===== src/rtl/stac_scan_driver.sv =====
// stac_scan_driver: tester-side TAP sequencer that walks the STAC wrapper through one
// IR or DR scan per accepted command, drives TMS/WSI and captures WSO LSB-first.
// Optional feature: define STAC_DRV_TLR_INIT_EN to run a 5x TMS=1 / 1x TMS=0 TAP reset
// sequence after TRESETN deasserts; without it the driver comes out of reset idle.
module stac_scan_driver #(
    parameter int MAX_LEN = 33,
    parameter int LEN_W   = 6
) (
    input  logic               TCLK,
    input  logic               TRESETN,
    input  logic               cmd_valid,
    output logic               cmd_ready,
    input  logic               cmd_ir,
    input  logic [LEN_W-1:0]   cmd_len,
    input  logic [MAX_LEN-1:0] cmd_data,
    output logic               rsp_valid,
    output logic [MAX_LEN-1:0] rsp_data,
    output logic               TMS,
    output logic               WSI,
    input  logic               WSO
);
    typedef enum logic [3:0] {INIT, IDLE, SEL_IR, SEL, CAPTURE, SHIFT, EXIT1, UPDATE, DONE} state_t;

`ifdef STAC_DRV_TLR_INIT_EN
    localparam state_t RST_STATE = INIT;
    localparam logic   RST_TMS   = 1'b1;
`else
    localparam state_t RST_STATE = IDLE;
    localparam logic   RST_TMS   = 1'b0;
`endif

    state_t             state_q;
    logic               tms_q, wsi_q, rsp_valid_q;
    logic [MAX_LEN-1:0] data_q, rsp_data_q;
    logic [LEN_W-1:0]   len_q, cnt_q, len_d, cnt_d;
    logic               sample_d;

    // Clamp the requested length, step the cycle counter, and flag cycles whose WSO bit is kept.
    // SHIFT with cnt_q == 0 is the TMS=0 cycle that moves the TAP into Shift; it carries no data.
    always_comb begin
        len_d    = (cmd_len > LEN_W'(MAX_LEN)) ? LEN_W'(MAX_LEN) : cmd_len;
        cnt_d    = cnt_q + LEN_W'(1);
        sample_d = (state_q == SHIFT && cnt_q != '0) || state_q == EXIT1;
    end

    // Scan sequencer: each edge decides the registered TMS/WSI/rsp_valid for the coming cycle.
    always_ff @(posedge TCLK or negedge TRESETN) begin
        if (!TRESETN) begin
            state_q     <= RST_STATE;
            tms_q       <= RST_TMS;
            wsi_q       <= 1'b0;
            rsp_valid_q <= 1'b0;
            rsp_data_q  <= '0;
            data_q      <= '0;
            len_q       <= '0;
            cnt_q       <= '0;
        end else begin
            tms_q       <= 1'b0;
            wsi_q       <= 1'b0;
            rsp_valid_q <= 1'b0;
            case (state_q)
                INIT: begin
                    cnt_q <= cnt_d;
                    tms_q <= cnt_q < LEN_W'(4);
                    if (cnt_q == LEN_W'(5)) begin
                        state_q <= IDLE;
                        cnt_q   <= '0;
                    end
                end
                IDLE: begin
                    if (cmd_valid) begin
                        data_q     <= cmd_data;
                        len_q      <= len_d;
                        cnt_q      <= '0;
                        rsp_data_q <= '0;
                        if (len_d == '0) begin
                            state_q     <= DONE;
                            rsp_valid_q <= 1'b1;
                        end else begin
                            state_q <= cmd_ir ? SEL_IR : SEL;
                            tms_q   <= 1'b1;
                        end
                    end
                end
                SEL_IR: begin
                    state_q <= SEL;
                    tms_q   <= 1'b1;
                end
                SEL:     state_q <= CAPTURE;
                CAPTURE: state_q <= SHIFT;
                SHIFT: begin
                    wsi_q  <= data_q[0];
                    data_q <= data_q >> 1;
                    cnt_q  <= cnt_d;
                    if (cnt_d == len_q) begin
                        state_q <= EXIT1;
                        tms_q   <= 1'b1;
                    end
                end
                EXIT1: begin
                    state_q <= UPDATE;
                    tms_q   <= 1'b1;
                end
                UPDATE: begin
                    state_q     <= DONE;
                    rsp_valid_q <= 1'b1;
                end
                DONE:    state_q <= IDLE;
                default: state_q <= IDLE;
            endcase
            if (sample_d)
                rsp_data_q[cnt_q - LEN_W'(1)] <= WSO;
        end
    end

    assign cmd_ready = state_q == IDLE;
    assign TMS       = tms_q;
    assign WSI       = wsi_q;
    assign rsp_valid = rsp_valid_q;
    assign rsp_data  = rsp_data_q;
endmodule


===== config.mk =====
export PLATFORM = sky130hd
export DESIGN_NAME = stac_scan_driver
export DESIGN_NICKNAME = d
export VERILOG_FILES = /design/src/rtl/stac_scan_driver.sv
export SDC_FILE = /design/constraint.sdc
export NUM_CORES = 1
export LEC_CHECK = 0
export ABC_CLOCK_PERIOD_IN_PS = 2250
export CORE_ASPECT_RATIO = 0.9
export CORE_MARGIN = 2
export CORE_UTILIZATION = 23
export DETAILED_ROUTE_END_ITERATION = 6
export GPL_ROUTABILITY_DRIVEN = 0
export HOLD_SLACK_MARGIN = 0.12
export PLACE_DENSITY = 0.42
export SYNTH_ARGS = -nofsm -noshare
export SYNTH_HDL_FRONTEND = slang
export SYNTH_SLANG_ARGS = --single-unit
export TNS_END_PERCENT = 30

===== constraint.sdc =====
create_clock -name TCLK -period 2.25 [get_ports TCLK]
set_clock_uncertainty 0.15 [all_clocks]
set_input_delay 0.3375 -clock TCLK [delete_from_list [all_inputs] [get_ports TCLK]]
set_output_delay 0.3375 -clock TCLK [all_outputs]
set_load 0.05 [all_outputs]

## Yosys cells after proc, flatten, opt, wreduce, memory -nomap -nowiden

Index checks and enable logic that the tools add are counted.

| storage, ports and cells | value |
|---|---|
| flip-flop bits (word level) | 85 |
| bits of input ports | 44 |
| output and inout bits | 37 |
| word-level logic and storage cells | 65 |

| cells by class | value |
|---|---|
| $add $sub $neg | 2 |
| $lt $le $gt $ge | 4 |
| eq/ne operators | 12 |
| multiplexer cells | 26 |
| reductions and logical operators | 13 |

Operators by type and width:

| operator | number |
|---|---|
| $mux W33 | 4 |
| $pmux W33 S2 | 1 |
| $bwmux W33 | 1 |
| $pmux W4 S8 | 1 |
| $mux W6 | 3 |
| $pmux W6 S3 | 1 |
| $eq A4 B3 Y1 const B | 4 |
| $mux W4 | 4 |
| $eq A4 B2 Y1 const B | 2 |
| $mux W1 | 8 |
| $lt A6 B7 Y1 const B | 1 |
| $add A6 B1 Y6 const B | 1 |
| $demux W1 S6 | 1 |
| $eq A6 B3 Y1 const B | 1 |
| $eq A6 B6 Y1 | 1 |
| $ge A6 B1 Y1 const B | 1 |
| $gt A6 B6 Y1 const B | 1 |
| $logic_not A6 Y1 | 1 |
| $lt A6 B3 Y1 const B | 1 |
| $reduce_and A2 Y1 | 3 |
| $reduce_bool A6 Y1 | 1 |
| $sub A6 B1 Y6 const B | 1 |
| $eq A4 B1 Y1 const B | 1 |
| $logic_not A4 Y1 | 1 |
| other kinds (10) | 12 |

## Logic depth before layout (Yosys ltp)

Gate-level depths: netlist of run 1.

| logic depth | value |
|---|---|
| word-level depth | 7 |
| depth in mapped cells | 9 |
| mapped depth without buffers | 7 |

## Least setup slack after synthesis of run 1

No wires, ideal clock.

| path | value |
|---|---|
| kind | reg2reg |
| from | register cnt_q[0] |
| to | register rsp_data_q[6], in the netlist rsp_data[6] |
| library setup time | 0.140 ns |
| arrival time | 1.986 ns |
| data required time | 1.960 ns |
| setup slack | -0.026 ns |
| cell stages (with the launch flop) | 10 |
| buffers on the path | 2 |
| clock period less this slack | 2.276 ns |
| cell sequence | dfrtp_1 > buf_2 > inv_1 > ha_1 > nor2b_1 > xnor2_1 > a22oi_1 > buf_2 > o311ai_0 > o41ai_1 |

| on the way | value |
|---|---|
| longest elaborated chain between the ends | 7 |
| elaborated cells on any way between the ends | 11 |
| classes of those cells | add/sub (1); order compare (2); mux (4); reduce/logical (4) |

Ends and longest elaborated chain:

| element | RTL line | source |
|---|---|---|
| from (decl) | 35 | `logic [LEN_W-1:0] len_q, cnt_q, len_d, cnt_d;` |
| from (signal assigned) | 63 | `cnt_q <= cnt_d;` |
| from (signal assigned) | 94 | `cnt_q <= cnt_d;` |
| $sub A6 B1 Y6 | 112 | `rsp_data_q[cnt_q - LEN_W'(1)] <= WSO;` |
| $lt A6 B7 Y1 (implied by the code) / $ge A6 B1 Y1 (equally long branches) | 112 |  |
| $logic_and A1 B1 Y1 (implied by the code) | 112 |  |
| $mux W1 (implied by the code) | 112 |  |
| $demux W1 S6 | 112 |  |
| $bwmux W33 | 112 |  |
| $mux W33 (*) | 111 | `if (sample_d)` |
| to (signal assigned) | 53 | `rsp_data_q <= '0;` |
| to (signal assigned) | 75 | `rsp_data_q <= '0;` |
| to (signal, indexed assignment) | 112 |  |
| to (decl) | 34 | `logic [MAX_LEN-1:0] data_q, rsp_data_q;` |

Mark *: on every way between the ends. The rest lies on a longest branch, timed or not.
A chain may end at the register's enable or synchronous reset.

## Final worst setup path of run 1

| path | value |
|---|---|
| from | register state_q[1] |
| to | output port cmd_ready |

| on the way | value |
|---|---|
| longest elaborated chain between the ends | 1 |

Ends and longest elaborated chain:

| element | RTL line | source |
|---|---|---|
| from (decl) | 32 | `state_t state_q;` |
| from (signal assigned) | 80 | `state_q <= cmd_ir ? SEL_IR : SEL;` |
| $eq A4 B1 Y1 | 116 | `assign cmd_ready = state_q == IDLE;` |
| to (decl) | 12 | `output logic cmd_ready,` |

No other way between the ends.

==> results of run 1 <==
state kept, by name (all words and copies together) (netlist names):
name       cells
state_q        4
cnt_q          6
data_q        33
len_q          6
TMS            1
rsp_data      33
WSI            1
rsp_valid      1
synth_stat cells (6+ instances only):
library cell  instances
xnor2_1               7
o311ai_0             17
nand3_1              12
mux2i_1              18
nand2_1              36
nand2b_1              8
o41ai_1              17
o21ai_0              13
nor3_1                9
o22ai_1              33
dfrtp_1              84
nor2_1               78
buf_2                10
nor2b_1               6
clkbuf_1             24
a21oi_1               8
metrics by stage:
| stage | cell area [um^2] | utilization, % | setup slack [ns] | setup TNS (ns) |
|---|---|---|---|---|
| floorplan | 4290 | - | 0.0582 | 0 |
| global placement | 5630 | 30.7 | -0.0921 | -1.37 |
| detailed placement | 5630 | 30.7 | -0.214 | -2.97 |
| CTS | 5970 | 32.5 | -0.0256 | -0.0354 |
| global route | 6040 | 32.9 | -0.0327 | -0.0532 |
| finish | 6040 | 32.9 | 0.0901 | 0 |
critical path, delay by kind of cell, from the launching register on:
kind,cells,cell delay (ns)
buffers and inverters,2,0.35
DFF,1,0.45
and+or+nand+nor,2,0.52
cell type report:
cell class / count / area [um^2]
Multi-Input combinational cell: 320 / 2060
Sequential cell: 85 / 2130
Tap cell: 245 / 307
Clock buffer: 13 / 250
Timing Repair Buffer: 128 / 1230
Fill cell: 1874 / 12300
Inverter: 4 / 15.0
Clock inverter: 3 / 45.0
power breakdown:
part           switching (mW)  leakage, nW  internal [mW]
Combinational            2.94         1.22           2.01
Clock                   0.614        0.136          0.892
Sequential              0.423         1.06           2.12
what timing repair did:
action | CTS | global route
hold buffers | 1 | 0
hold endpoints to repair | 84 | 0
gates cloned | 0 | 0
resized for setup | 5 | 15
buffers inserted | 0 | 1
pin swaps | 0 | 2
setup endpoints to repair | 26 | 30
path summary, 6_finish.rpt:
check / startpoint / to / slack (ns) / depth (start not counted)
setup reg to reg: cnt_q[1] / rsp_data[32] / 0.10 / 5
max in group asynchronous: TRESETN / state_q[0] / 1.09 / 3
hold reg to reg: data_q[0] / WSI / 0.34 / 1
setup / recovery: state_q[1] / cmd_ready / 0.09 / 4
min in group TCLK: data_q[0] / WSI / 0.34 / 1
hold / removal: TRESETN / data_q[22] / 0.27 / 2
cells by family after synthesis:
group | after synthesis | synth area share, %
AO/OA/AOI/OAI | 115 | 19.4
XOR/XNOR | 12 | 2.63
AND/OR/NAND/NOR | 168 | 17.8
buffers and inverters | 43 | 4.32
flip-flops | 85 | 49.7
adder cells (fa/ha/maj) | 4 | 1.17
multiplexers | 21 | 4.99
per-layer routing:
metal / track usage, % / up-vias
met5: 0 / -
met4: 4.66 / 0
met3: 3.36 / 6
met2: 20.2 / 61
met1: 18.7 / 1852
li1: - / 1835
==> results.cfg, run 1 <==
[power_and_ir_drop]
total_power_mw = 9.00
p_leak_nw = 2.42
power_density_mw_per_mm2 = 1490
ir_drop_v = 0.000477

[cts]
insertion_delay_ns = 0.34
clockBufferDepth = 2
cts_tree = yes
htree_levels = 3
cts_buffers = 9
clock_sinks = 85
clk_pin_slew_ns = 0.06
cts_root_buf = clkbuf_16

[yosys]
netlist-cell-type-count = 51
async_reset_ff_share_pct = 100
synth_nets = 496
synth-edff-count = 0
synth-seq-area-share_pct = 49.7
synthCells = 448
synth-seq-cells = 85
yosys_warnings = 0
yosys-top-cells-area = dfrtp_1 (49%), nor2_1 (6.8%), o22ai_1 (4.8%)
yosysTopAreaCell = dfrtp_1
yosysTopAreaCellShare_pct = 49.1
syn_area_per_cell_um2 = 9.56
syn_area_mm2 = 0.00428
ys.flop_type = dfrtp_1

[sta]
tightest_slew_ns = 0.661
min_period_over_period_pct = 96.0
max_slew_margin_pct = 55.9
setup_viol = 0
holdWs_ns = 0.273
slew_violations = 0
period_minus_slack_ns = 2.16
hold_viol = 0
max_freq_ghz = 0.463
rsz0062_at_grt = true

[setup_path]
crit_type = flip-flop to primary output
cp_slowest_stage_delay_ns = 0.45
critPathRequiredTime_ns = 1.76
crit_path_start_kind = flip-flop
path_max_fanout = 8
cp_slowest_cell = dfrtp_1
setup.worst_path.end_class = primary output
crit_arrival_ns = 1.67
path_cells = buf_4 -> nor2_1 -> and3_1 -> buf_12

[floorplan]
initial_core_util_pct = 23.3
io_pins = 81
die_w_um = 148
core_area_mm2 = 0.0183
die_area_mm2 = 0.0197
num_rows = 47
die_h_um = 133

[global_route]
grt_first_pass_wirelength_um = 20800
grt_pass1_vias = 3785
grt-ovfl-total = 0
grt_max_degree = 49
antenna_found_initial = 0
grt_usage_pct = 13.4

[place]
place_hpwl_um = 8790
dp.cells = 780
numPortBuffers = 80

[detailed_routing]
m1WireLength_um = 6000
drtAntennaViolNets = 0
vias_per_cell = 4.70
routedWlPerCell_um = 15.8
drc_errors = 0
routed_wl_um = 12600
via_count = 3754
first_iter_violations = 282
dr.pass1.iters = 4
wl_met3_um = 464
met2_length_um = 6010
highest_layer = met4

[cells_and_area]
final_common_cell = dfrtp_1
syn_to_final_growth_pct = 41.1
fin_nets = 596
final_cell_mix = dfrtp_1 (83), nor2_1 (78), clkdlybuf4s50_1 (78)
stdcell_count = 798
drive_above_1_share_pct = 15.0
n_antenna_cell = 0

[worst_hold_path]
holdCritPathClass = input pin to async pin

[flow_run]
timing.max_cap.violations = 0

[run_status]
status = complete, no violations
No activity file was read; power rests on OpenSTA's default activity.
==> run 2: changes to the inputs <==
--- a/config.mk
+++ b/config.mk
@@ -5,7 +5,6 @@
 export SDC_FILE = /design/constraint.sdc
 export NUM_CORES = 1
 export LEC_CHECK = 0
-export ABC_CLOCK_PERIOD_IN_PS = 2250
 export CORE_ASPECT_RATIO = 0.9
 export CORE_MARGIN = 2
 export CORE_UTILIZATION = 23
==> results of run 2 <==
The final DEF is identical to that of run 1; final timing and power are the same.
==> run 3: changes to the inputs <==
--- a/config.mk
+++ b/config.mk
@@ -5,13 +5,15 @@
 export SDC_FILE = /design/constraint.sdc
 export NUM_CORES = 1
 export LEC_CHECK = 0
+export CELL_PAD_IN_SITES_DETAIL_PLACEMENT = 0
+export CELL_PAD_IN_SITES_GLOBAL_PLACEMENT = 2
 export CORE_ASPECT_RATIO = 0.9
 export CORE_MARGIN = 2
 export CORE_UTILIZATION = 23
 export DETAILED_ROUTE_END_ITERATION = 6
 export GPL_ROUTABILITY_DRIVEN = 0
 export HOLD_SLACK_MARGIN = 0.12
-export PLACE_DENSITY = 0.42
+export PLACE_DENSITY = 0.62
 export SYNTH_ARGS = -nofsm -noshare
 export SYNTH_HDL_FRONTEND = slang
 export SYNTH_SLANG_ARGS = --single-unit
==> results.cfg, run 3 (synthesized netlist as in run 1, its figures left out) <==
[global_route]
grt_usage_pct = 13.1
grt-ovfl-total = 0
grt_pass1_vias = 3915
grt_max_degree = 50
antenna_found_initial = 0
grt_first_pass_wirelength_um = 20500

[place]
dp.cells = 777
place_hpwl_um = 8520
numPortBuffers = 80
placed_area_mm2 = 0.00561

[detailed_routing]
drtAntennaViolNets = 0
drc_errors = 0
via_count = 3738
routedWlPerCell_um = 15.7
dr.pass1.iters = 4
vias_per_cell = 4.70
routed_wl_um = 12500
first_iter_violations = 187

[worst_hold_path]
holdCritPathClass = input pin to async pin

[cells_and_area]
n_antenna_cell = 0
final_area_mm2 = 0.00601
drive_above_1_share_pct = 14.9
final_cell_mix = dfrtp_1 (83), nor2_1 (78), clkdlybuf4s50_1 (78)
fin_nets = 593
syn_to_final_growth_pct = 40.3
fin_util_pct = 32.8
stdcell_count = 795
final_common_cell = dfrtp_1

[setup_path]
worst-path-buf-inv = 1
critPathRequiredTime_ns = 2.37
cp_num_cells = 6
cp_slowest_cell = dfrtp_1
rr_worst_depth = 6
crit_path_start_kind = flip-flop
setup.worst_path.end_class = flip-flop
cp_slowest_stage_delay_ns = 0.54
path_cells = nor4_2 -> buf_4 -> a311o_1 -> or4_1 -> nor2_2 -> mux2i_1
crit_type = flip-flop to flip-flop
crit_arrival_ns = 2.26
crit_family = simple AND/OR/NAND/NOR gates
path_max_fanout = 9

[cts]
htree_levels = 3
clock_sinks = 85
cts_root_buf = clkbuf_16
cts_buffers = 9
insertion_delay_ns = 0.35
cts_tree = yes
clk_pin_slew_ns = 0.06
clockBufferDepth = 2

[floorplan]
num_rows = 47
die_area_mm2 = 0.0197
io_pins = 81
die_h_um = 133
initial_core_util_pct = 23.3
core_area_mm2 = 0.0183
die_w_um = 148

[sta]
slew_violations = 0
period_minus_slack_ns = 2.14
max_freq_ghz = 0.468
tns_ns = 0
setup_viol = 0
max_slew_margin_pct = 55.6
rsz0062_at_grt = true
min_period_over_period_pct = 95.0
hold_viol = 0
tightest_slew_ns = 0.666

[power_and_ir_drop]
ir_drop_v = 0.000637
p_leak_nw = 2.43
power_density_mw_per_mm2 = 1480

[flow_run]
timing.max_cap.violations = 0

[run_status]
status = complete, no violations
[run 3: cell types whose count changed in the layout (fill, tap and decap cells not counted), sizes merged]
cell	delta
buf	-3
bufinv	+1
clkbuf	-2
clkinv	+3
clkinvlp	-2
[run 3: area by class of cell]
type                       count  area (um^2)
multi-input combinational    320         2020
clock inverter                 5         82.6
fill                        1916        12300
inverter                       4         17.5
sequential                    85         2130
clock buffer                  11          253
tap                          245          307
timing repair buffer         125         1200
[run 3: path summary, 6_finish.rpt]
check                           from            to  slack (ns)
max in group asynchronous    TRESETN  rsp_data[26]        1.10
hold / removal               TRESETN    data_q[32]        0.27
hold reg to reg            data_q[0]           WSI        0.34
setup reg to reg            cnt_q[4]   rsp_data[4]        0.11
min in group TCLK          data_q[0]           WSI        0.34
setup / recovery            cnt_q[4]   rsp_data[4]        0.11
[run 3: per-stage QoR]
step / setup slack, ns / hold slack, ns / total power [mW]
after floorplan: 0.0582 / -0.108 / 5.48
after global placement: -0.0223 / 0.0998 / 7.12
after detailed placement: -0.0580 / 0.0990 / 7.17
after CTS: -0.00622 / 0.263 / 8.93
after global routing: -0.0725 / 0.282 / 9.56
final: 0.113 / 0.266 / 8.90
[run 3: what timing repair did]
item                                   CTS  global route
hold buffers                             1             0
endpoints found under the hold margin   84             0
buffers inserted                         0             1
gates resized for setup                  2            13
setup endpoints to repair               11            25
gates cloned                             0             0
pin swaps                                0             0
[run 3: power breakdown]
group          internal (mW)  switching (mW)  leakage, nW
clock                   1.04           0.639        0.166
sequential              2.11           0.407         1.06
combinational           1.87            2.83         1.20
total                   5.02            3.88         2.43
[run 3: layer usage]
layer	vias up	global-route usage, %	share of wire, %
met3	9	3.63	4.2
met2	77	21.1	48
li1	1838	-	-
met5	-	0	0
met4	0	3.70	1.3
met1	1814	17.4	47
